--- config.mk ---
export PLATFORM = sky130hd
export DESIGN_NAME = uart_tx_scheduler_flat
export DESIGN_NICKNAME = d
export VERILOG_FILES = /design/src/rtl/uart_tx_scheduler_pkg.sv /design/src/rtl/uart_tx_scheduler_if.sv /design/src/rtl/uart_tx_scheduler_sync_fifo.sv /design/src/rtl/uart_tx_scheduler.sv /design/src/flat_wrapper.sv
export SDC_FILE = /design/constraint.sdc
export NUM_CORES = 1
export LEC_CHECK = 0
export BUFFER_PORTS_ARGS = -buffer_cell sky130_fd_sc_hd__buf_4
export CAP_MARGIN = 30
export CELL_PAD_IN_SITES_DETAIL_PLACEMENT = 0
export CELL_PAD_IN_SITES_GLOBAL_PLACEMENT = 1
export CORE_MARGIN = 3
export CORE_UTILIZATION = 35
export DETAILED_ROUTE_END_ITERATION = 8
export PLACE_DENSITY_LB_ADDON = 0.1
export SETUP_SLACK_MARGIN = 0.1
export SYNTH_ARGS = -nofsm -noshare
export SYNTH_HDL_FRONTEND = slang
export SYNTH_HIERARCHICAL = 1
export SYNTH_SLANG_ARGS = --single-unit
--- constraint.sdc ---
create_clock -name clk_i -period 6.6 [get_ports clk_i]
set_input_delay 0.33 -clock clk_i [delete_from_list [all_inputs] [get_ports clk_i]]
set_output_delay 0.33 -clock clk_i [all_outputs]
set_load 0.005 [all_outputs]
--- src/rtl/uart_tx_scheduler_pkg.sv ---
// Shared constants for the UART transmit scheduler: FSM encodings, status word
// layout and default bus addresses.
package uart_sched_pkg;

    typedef logic [1:0] state_t;

    localparam state_t StIdle     = 2'd0;
    localparam state_t StLoad     = 2'd1;
    localparam state_t StWaitBusy = 2'd2;
    localparam state_t StWaitDone = 2'd3;

    localparam int unsigned StatBusy   = 0;
    localparam int unsigned StatEmpty  = 1;
    localparam int unsigned StatFull   = 2;
    localparam int unsigned StatCntLsb = 3;
    localparam int unsigned StatCntW   = 7;
    localparam int unsigned StatTmo    = 10;
    localparam int unsigned StatOvf    = 11;

    localparam logic [31:0] AddrTxdDefault  = 32'h4000_0018;
    localparam logic [31:0] AddrStatDefault = 32'h4000_0024;

    function automatic logic [31:0] pack_status(input logic                busy,
                                                input logic                empty,
                                                input logic                full,
                                                input logic [StatCntW-1:0] cnt,
                                                input logic                tmo,
                                                input logic                ovf);
        logic [31:0] s;
        s                           = '0;
        s[StatBusy]                 = busy;
        s[StatEmpty]                = empty;
        s[StatFull]                 = full;
        s[StatCntLsb +: StatCntW]   = cnt;
        s[StatTmo]                  = tmo;
        s[StatOvf]                  = ovf;
        return s;
    endfunction

endpackage

--- src/rtl/uart_tx_scheduler_if.sv ---
// Peripheral-bus and sender-side signals of the UART transmit scheduler.
interface uart_tx_scheduler_if;

    logic        wr;
    logic        rd;
    logic [31:0] addr;
    logic [31:0] wdata;
    logic [31:0] rdata;
    logic        tx_status;
    logic        txstop;
    logic        tx_en;
    logic [7:0]  tx_data;
    logic        irq_empty;

    modport master (
        output wr, rd, addr, wdata, tx_status, txstop,
        input  rdata, tx_en, tx_data, irq_empty
    );

    modport slave (
        input  wr, rd, addr, wdata, tx_status, txstop,
        output rdata, tx_en, tx_data, irq_empty
    );

endinterface

--- src/rtl/uart_tx_scheduler_sync_fifo.sv ---
// Single-clock FIFO with occupancy count; a push into a full FIFO is accepted
// only when a pop happens in the same cycle.
module sync_fifo #(
    parameter int unsigned Width = 8,
    parameter int unsigned Depth = 8,
    localparam int unsigned PtrW = $clog2(Depth),
    localparam int unsigned CntW = PtrW + 1
) (
    input  logic             clk_i,
    input  logic             rst_ni,
    input  logic             push_i,
    input  logic             pop_i,
    input  logic [Width-1:0] wdata_i,
    output logic [Width-1:0] rdata_o,
    output logic             full_o,
    output logic             empty_o,
    output logic [CntW-1:0]  count_o
);

    logic [Width-1:0] mem_q [Depth];
    logic [PtrW-1:0]  wr_ptr_q, rd_ptr_q;
    logic [CntW-1:0]  count_q;
    logic             do_push, do_pop;

    assign empty_o = (count_q == '0);
    assign full_o  = (count_q == CntW'(Depth));
    assign count_o = count_q;
    assign rdata_o = mem_q[rd_ptr_q];

    assign do_pop  = pop_i && !empty_o;
    assign do_push = push_i && (!full_o || do_pop);

    // Depth is a power of two, so pointer overflow is the modulo wrap.
    always_ff @(posedge clk_i or negedge rst_ni) begin
        if (!rst_ni) begin
            wr_ptr_q <= '0;
            rd_ptr_q <= '0;
            count_q  <= '0;
        end else begin
            if (do_push) wr_ptr_q <= wr_ptr_q + 1'b1;
            if (do_pop)  rd_ptr_q <= rd_ptr_q + 1'b1;
            count_q <= count_q + CntW'(do_push) - CntW'(do_pop);
        end
    end

    always_ff @(posedge clk_i) begin
        if (do_push) mem_q[wr_ptr_q] <= wdata_i;
    end

endmodule

--- src/rtl/uart_tx_scheduler.sv ---
// Buffers bytes written to the transmit address and launches them one at a time
// into the UART sender, waiting out each frame before the next launch.
module uart_tx_scheduler
    import uart_sched_pkg::*;
#(
    parameter int unsigned Depth    = 8,
    parameter logic [31:0] AddrTxd  = AddrTxdDefault,
    parameter logic [31:0] AddrStat = AddrStatDefault,
    parameter int unsigned Tmo      = 255
) (
    input logic                 clk_i,
    input logic                 rst_ni,
    uart_tx_scheduler_if.slave  bus
);

    localparam int unsigned CntW = $clog2(Depth) + 1;
    localparam int unsigned TmoW = $clog2(Tmo + 1);

    state_t          state_q, state_d;
    logic [TmoW-1:0] wait_cnt_q, wait_cnt_d;
    logic [7:0]      tx_data_q, tx_data_d;
    logic            tmo_q, tmo_d;
    logic            ovf_q, ovf_d;

    logic            push_req, stat_wr, pop, tmo_set, ovf_set;
    logic            fifo_full, fifo_empty;
    logic [CntW-1:0] fifo_count;
    logic [7:0]      fifo_head;

    assign push_req = bus.wr && (bus.addr == AddrTxd);
    assign stat_wr  = bus.wr && (bus.addr == AddrStat);
    assign pop      = (state_q == StLoad);
    assign ovf_set  = push_req && fifo_full && !pop;

    sync_fifo #(
        .Width (8),
        .Depth (Depth)
    ) u_fifo (
        .clk_i   (clk_i),
        .rst_ni  (rst_ni),
        .push_i  (push_req),
        .pop_i   (pop),
        .wdata_i (bus.wdata[7:0]),
        .rdata_o (fifo_head),
        .full_o  (fifo_full),
        .empty_o (fifo_empty),
        .count_o (fifo_count)
    );

    always_comb begin
        state_d    = state_q;
        wait_cnt_d = wait_cnt_q;
        tmo_set    = 1'b0;
        case (state_q)
            StIdle: begin
                if (!fifo_empty && !bus.txstop && !bus.tx_status) state_d = StLoad;
            end
            StLoad: begin
                state_d    = StWaitBusy;
                wait_cnt_d = '0;
            end
            StWaitBusy: begin
                if (bus.tx_status) begin
                    state_d = StWaitDone;
                end else if (wait_cnt_q == TmoW'(Tmo - 1)) begin
                    // Sender never acknowledged; the byte is abandoned.
                    tmo_set = 1'b1;
                    state_d = StIdle;
                end else begin
                    wait_cnt_d = wait_cnt_q + 1'b1;
                end
            end
            StWaitDone: begin
                if (!bus.tx_status) state_d = StIdle;
            end
            default: state_d = StIdle;
        endcase
    end

    // A set event in the same cycle as a software clear wins.
    assign tmo_d     = tmo_set | (tmo_q & ~(stat_wr & bus.wdata[StatTmo]));
    assign ovf_d     = ovf_set | (ovf_q & ~(stat_wr & bus.wdata[StatOvf]));
    assign tx_data_d = pop ? fifo_head : tx_data_q;

    always_ff @(posedge clk_i or negedge rst_ni) begin
        if (!rst_ni) begin
            state_q    <= StIdle;
            wait_cnt_q <= '0;
            tx_data_q  <= '0;
            tmo_q      <= 1'b0;
            ovf_q      <= 1'b0;
        end else begin
            state_q    <= state_d;
            wait_cnt_q <= wait_cnt_d;
            tx_data_q  <= tx_data_d;
            tmo_q      <= tmo_d;
            ovf_q      <= ovf_d;
        end
    end

    always_comb begin
        bus.rdata = '0;
        if (bus.rd && (bus.addr == AddrStat)) begin
            bus.rdata = pack_status(state_q != StIdle, fifo_empty, fifo_full,
                                    StatCntW'(fifo_count), tmo_q, ovf_q);
        end
    end

    assign bus.tx_en     = (state_q == StLoad);
    assign bus.tx_data   = tx_data_q;
    assign bus.irq_empty = fifo_empty && (state_q == StIdle);

    logic unused_wdata;
    assign unused_wdata = ^{bus.wdata[31:12], bus.wdata[9:8]};

endmodule
--- src/flat_wrapper.sv ---
// flat-port wrapper written by rule: the top's interface ports become plain ports
module uart_tx_scheduler_flat import uart_sched_pkg::*;
#(
    parameter int unsigned Depth    = 8,
    parameter logic [31:0] AddrTxd  = AddrTxdDefault,
    parameter logic [31:0] AddrStat = AddrStatDefault,
    parameter int unsigned Tmo      = 255
)
  (clk_i, rst_ni, bus_wr, bus_rd, bus_addr, bus_wdata, bus_tx_status, bus_txstop, bus_rdata, bus_tx_en, bus_tx_data, bus_irq_empty);
  uart_tx_scheduler_if bus_i ();
  input logic clk_i;
  input logic rst_ni;
  input wire logic [$bits(bus_i.wr)-1:0] bus_wr;
  input wire logic [$bits(bus_i.rd)-1:0] bus_rd;
  input wire logic [$bits(bus_i.addr)-1:0] bus_addr;
  input wire logic [$bits(bus_i.wdata)-1:0] bus_wdata;
  input wire logic [$bits(bus_i.tx_status)-1:0] bus_tx_status;
  input wire logic [$bits(bus_i.txstop)-1:0] bus_txstop;
  output wire logic [$bits(bus_i.rdata)-1:0] bus_rdata;
  output wire logic [$bits(bus_i.tx_en)-1:0] bus_tx_en;
  output wire logic [$bits(bus_i.tx_data)-1:0] bus_tx_data;
  output wire logic [$bits(bus_i.irq_empty)-1:0] bus_irq_empty;
  assign bus_i.wr = bus_wr;
  assign bus_i.rd = bus_rd;
  assign bus_i.addr = bus_addr;
  assign bus_i.wdata = bus_wdata;
  assign bus_i.tx_status = bus_tx_status;
  assign bus_i.txstop = bus_txstop;
  assign bus_rdata = bus_i.rdata;
  assign bus_tx_en = bus_i.tx_en;
  assign bus_tx_data = bus_i.tx_data;
  assign bus_irq_empty = bus_i.irq_empty;
  uart_tx_scheduler #(.Depth(Depth), .AddrTxd(AddrTxd), .AddrStat(AddrStat), .Tmo(Tmo)) u_core (.clk_i(clk_i), .rst_ni(rst_ni), .bus(bus_i));
endmodule
==> results of run 1 <==
==> synthesized netlist by cell type (6+ instances only) <==
cell	number
edfxtp_1	64
nand2_1	39
dfrtp_1	30
buf_4	23
mux4_1	16
inv_1	12
mux2_2	10
and2_1	9
ha_1	9
nor2_1	9
nor3_1	8
nor4_1	8
a21oi_1	6
xnor2_1	6
==> worst max-delay path: stages (launching register included) <==
cell and delay, ns:
dfrtp_1 0.52, or2b_1 0.45, inv_1 0.51, nor2b_1 0.33
nor2_1 0.22, nor3_2 0.79
==> power by group <==
group          switching (uW)  internal (uW)
logic                     176            248
registers                 114            689
clock network             220            260
total                     511           1200
==> per-layer routing <==
layer  share of wire (%)  vias up  global-route usage (%)
li1                    -     1265                       -
met1                  46     1289                   16.51
met2                  47       80                   21.83
met3                 6.3        5                   4.450
met4                0.88        0                   4.176
met5                   0        -                       0
==> path summary, 6_finish.rpt <==
path / to / slack, ns / cells past startpoint
worst min register to register: u_core/bus.tx_data[1]$_DFFE_PN0P_ / 0.47 / 2
worst min-delay path: u_core/state_q[0]$_DFFE_PN0P_ / 0.19 / 2
min in group asynchronous: u_core/wait_cnt_q[0]$_DFFE_PN0P_ / 0.47 / 2
worst max-delay path: u_core/u_fifo/mem_q[2][5]$_DFFE_PP_ / 3.40 / 5
worst max register to register: u_core/u_fifo/mem_q[2][5]$_DFFE_PP_ / 3.40 / 5
max in group asynchronous: u_core/u_fifo/wr_ptr_q[2]$_DFFE_PN0P_ / 5.84 / 2
==> cells in the final DEF (no fill, tap or decap), drive strengths merged, types with 5 or more instances in the layout <==
cell	count
nand2	39
ha	9
clkbuf	9
and2	9
nor3	8
buf	69
a21oi	6
dfrtp	30
mux2	10
o21ai	5
conb	23
nor2	9
mux4	16
nor4	8
inv	16
xnor2	6
edfxtp	64
==> final cells by class <==
cell class / instances / area share (%)
clock buffers: 9 / 4.249
inverters: 12 / 0.8499
repair buffers: 70 / 9.962
well taps: 168 / 3.966
multi-input cells: 194 / 29.53
flip-flops and latches: 94 / 50.42
clock inverters: 7 / 1.015
==> state kept, by name, indices dropped and copies added (netlist names) <==
register,count
u_core/u_fifo/mem_q,64
u_core/bus.tx_data,8
u_core/wait_cnt_q,8
u_core/u_fifo/count_o,4
u_core/u_fifo/rd_ptr_q,3
u_core/u_fifo/wr_ptr_q,3
u_core/state_q,2
u_core/ovf_q,1
u_core/tmo_q,1
==> logic make-up (layout without fill, tap and decap cells) <==
kind of cell               after synthesis  in the layout
AOI/OAI and AO/OA                       28             28
DFF                                     94             94
and+or+nand+nor                         98             98
other                                    1             23
adders and majority gates               10             10
buffers and inverters                   44             98
xor gates and xnor gates                 8              8
muxes                                   27             27
==> metrics by stage <==
stage               setup WS (ns)  util, %  area [sq um]  hold slack, ns
floorplan                   3.659        -          4492         0.03441
global placement            3.361    41.20          5011          0.2983
detailed placement          3.286    41.20          5011          0.2964
CTS                         3.263    43.58          5300          0.1762
global route                3.146    43.58          5300          0.1860
finish                      3.397    43.58          5300          0.1893
==> what timing repair did <==
item,4_1_cts,5_1_grt
resized for setup,0,0
hold buffers,1,0
buffers inserted,0,0
endpoints found under the hold margin,30,0
==> results.ini, run 1 <==
[worst_setup_path]
critPathLaunch = u_core/state_q[1]$_DFFE_PN0P_
crit_type = reg -> reg
path_max_fanout = 16
required_ns = 6.56
worstReg2RegStart = u_core/state_q[1]$_DFFE_PN0P_
start_kind = register
crit_path_end_kind = register
crit_arrival_ns = 3.16

[yosys]
synth_top_family_by_area = multiplexers
synth_area_leaders = edfxtp_1 44%, dfrtp_1 17%, mux4_1 9.5%
synth_ff_type = edfxtp_1
yosys.area.top_type = edfxtp_1
ys_async_sr_fraction_pct = 31.91
synthAdderAreaFrac_pct = 3.008
synth_area_per_cell_sq_um = 14.22
synth-xor-area-share_pct = 1.589
synth-compound-area-share_pct = 4.370
syn_area_sq_mm = 0.004409
yosysSeqAreaShare_pct = 60.61
synth_top_area_share_pct = 43.59
syn_inst = 310
synth_edf_count = 64
synth_cell_types = 55
synthSimpleGateAreaFrac_pct = 11.58
ys_seq_elements = 94
synthMuxAreaShare_pct = 12.32
ys.warnings.count = 6

[timing]
drv_slew = 0
max_freq_mhz = 312.2
min_period_ns = 3.203
tns_ns = 0
tightestPinTransition_ns = 0.9338
setup_viol_count_final = 0
maxSlewHeadroom_pct = 37.41
skew_ns = 0.006380
period_share_pct = 48.54
rsz0062_at_grt = no
hold_viol_final = 0

[pwr]
leakage_uw = 0.002112
power.density_mw_per_mm2 = 322.2
ir_worst_vdd_mv = 0.1562
power.total_uw = 1708

[floorplan]
fp.dieH_um = 118.2
die_x_um = 118.2
start_util_pct = 36.26
core_region_area_sq_mm = 0.01216
fp.dieArea_sq_mm = 0.01398
num_rows = 40
io_pins = 112

[finish]
drive_gt1_share_pct = 27.46
diodes = 0
final_cells = 554
nFillCells = 1129
areaGrowthSynthToFinish_pct = 20.20
finalNetCount = 461
regArea_sq_mm = 0.002673
multiInputGateArea_sq_mm = 0.001565

[global_route]
grt_max_degree = 31
grt_usage_pct = 13.25
grt_pass1_wl_um = 14230
grt_pass1_vias = 2553
antenna_found_initial = 0
overflow = 0

[clocking]
h-tree-depth = 3
cts-root-buf = clkbuf_16
clk-insertion-delay-late_ns = 0.34
cts_tree = built
cts_buffers = 9
path_clk_slew_ns = 0.06
cts_sinks = 94
clockBufferDepth = 2

[route]
drc = 0
final_antenna_net_count = 0
drt-total-wl_um = 9060
viasPerCell = 4.764
vias = 2639
first_pass_iters = 4
routedWlPerCell_um = 16.35
drtIter0Drc = 117

[place]
gp_congestion = 0.7172
portBuffers = 66
dp.cells = 537
dpl.hpwl_um = 6132

[min_path]
hold_path.class = in -> reg
min_from = bus_txstop

[status]
outcome = finished clean

[job]
maxCapViolCount = 0

(Power assumes the default switching activity.)
==> run 2, diff against run 1 <==
--- a/config.mk
+++ b/config.mk
@@ -5,6 +5,7 @@
 export SDC_FILE = /design/constraint.sdc
 export NUM_CORES = 1
 export LEC_CHECK = 0
+export ABC_AREA = 1
 export BUFFER_PORTS_ARGS = -buffer_cell sky130_fd_sc_hd__buf_4
 export CAP_MARGIN = 30
 export CELL_PAD_IN_SITES_DETAIL_PLACEMENT = 0
==> constraint.sdc (replaced) <==
create_clock -name clk_i -period 2.65 [get_ports clk_i]
set_input_delay 0.1325 -clock clk_i [delete_from_list [all_inputs] [get_ports clk_i]]
set_output_delay 0.1325 -clock clk_i [all_outputs]
set_load 0.005 [all_outputs]
==> results.ini, run 2 <==
[place]
dpl.hpwl_um = 6829  ; +11%
dpl_cell_area_sq_mm = 0.005230  ; +4.4%
portBuffers = 66  ; unchanged
pre_cts_slack_ns = 0.6195  ; -2.666 ns
gp_congestion = 0.7671  ; +7.0%

[finish]
fin_util_pct = 43.49  ; -0.089 points
largest-register = u_core/u_fifo/mem_q
layout_commonest_cell = nand2_1
areaGrowthSynthToFinish_pct = 19.74
finalNetCount = 644  ; +40%
fin_area_sq_mm = 0.005555  ; +4.8%
nFillCells = 1271  ; +13%
largest_reg_flops = 64  ; unchanged
drive_gt1_share_pct = 20.04  ; -7.4 points
final_cell_mix = 136 x nand2_1, 78 x buf_4, 77 x nor2_1
diodes = 0  ; unchanged

[yosys]
synth_cell_types = 31  ; -44%
syn_inst = 488  ; +57%
synth-xor-area-share_pct = 1.510  ; -0.079 points
synthMuxAreaShare_pct = 0  ; -12 points
synth_commonest_cells = 136 x nand2_1, 77 x nor2_1, 64 x edfxtp_1, 36 x inv_1, 30 x dfrtp_1
ys_async_sr_fraction_pct = 31.91  ; unchanged
synth_area_leaders = edfxtp_1 41%, dfrtp_1 16%, nand2_1 11%
synth_edf_count = 64  ; unchanged
yosysSeqAreaShare_pct = 57.61  ; -3.0 points
synthAdderAreaFrac_pct = 2.859  ; -0.15 points
ys_seq_elements = 94  ; unchanged
synth_top_family_by_area = simple AND/OR/NAND/NOR gates
synth_top_area_share_pct = 41.42  ; -2.2 points
synth_ff_type = edfxtp_1
synthSimpleGateAreaFrac_pct = 22.68  ; +11 points
synth-compound-area-share_pct = 5.313  ; +0.94 points
ys.warnings.count = 6  ; unchanged
syn_area_sq_mm = 0.004639  ; +5.2%
post-synth-top-count-cell = nand2_1
yosys.area.top_type = edfxtp_1
synth_area_per_cell_sq_um = 9.507  ; -33%

[floorplan]
core_region_area_sq_mm = 0.01277  ; +5.0%
io_pins = 112  ; unchanged
die_x_um = 121.1  ; +2.4%
fp.dieH_um = 121.1  ; +2.4%
num_rows = 41  ; +2.5%
start_util_pct = 36.32  ; +0.066 points
fp.dieArea_sq_mm = 0.01467  ; +4.9%

[timing]
min_period_ns = 2.019  ; -1.185 ns
tns_ns = 0  ; unchanged
finalWorstSetupSlack_ns = 0.6312  ; -2.765 ns
skew_ns = 0.005924  ; -0.0004559 ns
max_freq_mhz = 495.3  ; +59%
period_share_pct = 76.18  ; +28 points
rsz0062_at_grt = no
drv_slew = 0  ; unchanged
setup_viol_count_final = 0  ; unchanged
hold_viol_final = 0  ; unchanged

[route]
first_pass_iters = 4  ; unchanged
drc = 0  ; unchanged
vias = 3232  ; +22%
viasPerCell = 4.362  ; -8.4%
drt-total-wl_um = 9996  ; +10%
drtIter0Drc = 176  ; +50%
routedWlPerCell_um = 13.49  ; -18%
final_antenna_net_count = 0  ; unchanged

[worst_setup_path]
crit_type = reg -> reg
reg2reg_to = u_core/u_fifo/count_o[2]$_DFF_PN0_
crit_path_end_kind = register
r2r_cells = 10  ; +5
start_kind = register
path_max_fanout = 6  ; -10
reg2reg_slack_ns = 0.63  ; -2.77 ns
worstReg2RegStart = u_core/state_q[0]$_DFFE_PN0P_
crit_arrival_ns = 2.25  ; -0.91 ns
required_ns = 2.88  ; -3.68 ns

[job]
maxCapViolCount = 0  ; unchanged

[pwr]
leakage_uw = 0.002431  ; +15%
internal_power_uw = 3149  ; +160%
clockPowerShare_pct = 27.9  ; -0.2 points
ir_worst_vdd_mv = 0.5250  ; +240%
seqPwrFrac_pct = 38.4  ; -8.6 points
power.density_mw_per_mm2 = 872.0  ; +170%
pwr-share-comb_pct = 33.7  ; +8.9 points
switching_share_pct = 35.00  ; +5.1 points
switchingPower_uw = 1696  ; +230%

[clocking]
path_clk_slew_ns = 0.07  ; about the same
cts-root-buf = clkbuf_16
cts_buffers = 9  ; unchanged
postCtsSetupBuffers = 0  ; unchanged
cts_tree = built
h-tree-depth = 3  ; unchanged
cts_sinks = 94  ; unchanged
clk-insertion-delay-late_ns = 0.34  ; about the same
clockBufferDepth = 2  ; unchanged

[min_path]
whs_path_depth = 1  ; -1
min_from = bus_wdata[5]
hold_end = u_core/u_fifo/mem_q[3][5]$_DFFE_PP_
hold_path.class = in -> reg

[global_route]
grt_usage_pct = 14.80  ; +1.5 points
grt_max_degree = 43  ; +39%
grt_pass1_wl_um = 16540  ; +16%
overflow = 0  ; unchanged
grt_pass1_vias = 3145  ; +23%
antenna_found_initial = 0  ; unchanged

[status]
outcome = finished clean

[run 2: cell count changes after synthesis, moves of 5 or more]
cell,delta
mux2_2,-10
nand3_1,+17
o21ai_1,+18
o21ai_0,+8
and2_1,-9
o211ai_1,+7
inv_1,+24
nand2_2,+5
nand2_1,+97
mux4_1,-16
nor2_1,+68
nor4_1,-8
nor3_1,-6
[run 2: cells by family (layout without fill, tap and decap cells)]
kind of cell,count (synthesis),in the layout
buf+inv,79,138
flops,94,94
xor+xnor,8,8
compound gates,44,44
fa+ha+maj,10,10
other cells,1,23
simple gates,252,252
[run 2: through the flow]
stage	hold slack [ns]	power, uW	instances
CTS	0.001724	4940	741
global placement	0.09858	3541	724
global route	0.01805	5249	741
detailed placement	0.1018	3555	724
finish	0.02211	4844	741
floorplan	-0.1631	3152	510
[run 2: power by group through the flow]
| stage | Combinational, uW | Sequential (uW) | Clock [uW] |
|---|---|---|---|
| after floorplan | 1300 | 1860 | 0 |
| after global placement | 1640 | 1900 | 0 |
| after detailed placement | 1660 | 1900 | 0 |
| after CTS | 1670 | 1870 | 1410 |
| after global routing | 1910 | 1890 | 1450 |
| final | 1630 | 1860 | 1350 |
[run 2: worst max-delay path by stage]
stage / depth (start not counted) / slack [ns] / startpoint / end
after global routing: 11 / 0.45 / u_core/u_fifo/count_o[2]$_DFF_PN0_ / u_core/u_fifo/count_o[2]$_DFF_PN0_
after floorplan: 12 / 0.51 / bus_addr[15] / u_core/u_fifo/count_o[1]$_DFF_PN0_
after CTS: 11 / 0.61 / u_core/u_fifo/count_o[2]$_DFF_PN0_ / u_core/u_fifo/count_o[2]$_DFF_PN0_
final: 10 / 0.63 / u_core/state_q[0]$_DFFE_PN0P_ / u_core/u_fifo/count_o[2]$_DFF_PN0_
after global placement: 13 / 0.64 / bus_addr[15] / u_core/u_fifo/count_o[1]$_DFF_PN0_
after detailed placement: 12 / 0.62 / bus_addr[21] / u_core/u_fifo/count_o[2]$_DFF_PN0_
[run 2: area by class of cell]
class / instances / area, sq um / area share, %
clock buffer: 10 / 229.0 / 4.122
clock inverter: 6 / 86.33 / 1.554
inverter: 43 / 168.9 / 3.041
multi-input combinational: 337 / 1588 / 28.58
sequential: 94 / 2673 / 48.11
tap: 172 / 215.2 / 3.874
timing repair buffer: 79 / 595.6 / 10.72
[run 2: critical path, cell delays in order, from the launching register on]
cell	delay [ns]
dfrtp_1	0.49
inv_2	0.07
nor2_2	0.16
nand2_4	0.11
nor2_1	0.19
inv_1	0.09
nand2_1	0.06
ha_1	0.16
inv_1	0.05
fa_1	0.39
xnor2_1	0.14
[run 2: timing repair]
item,4_1_cts,5_1_grt
hold endpoints to repair,30,0
hold buffers,1,0
resized for setup,0,0
[run 2: routing by layer]
metal	up-vias	GRT usage, %	part of all wire, %
met4	0	4.202	1.2
met1	1466	19.46	46
met5	-	0	0
met2	67	24.14	48
li1	1689	-	-
met3	10	3.963	4.0
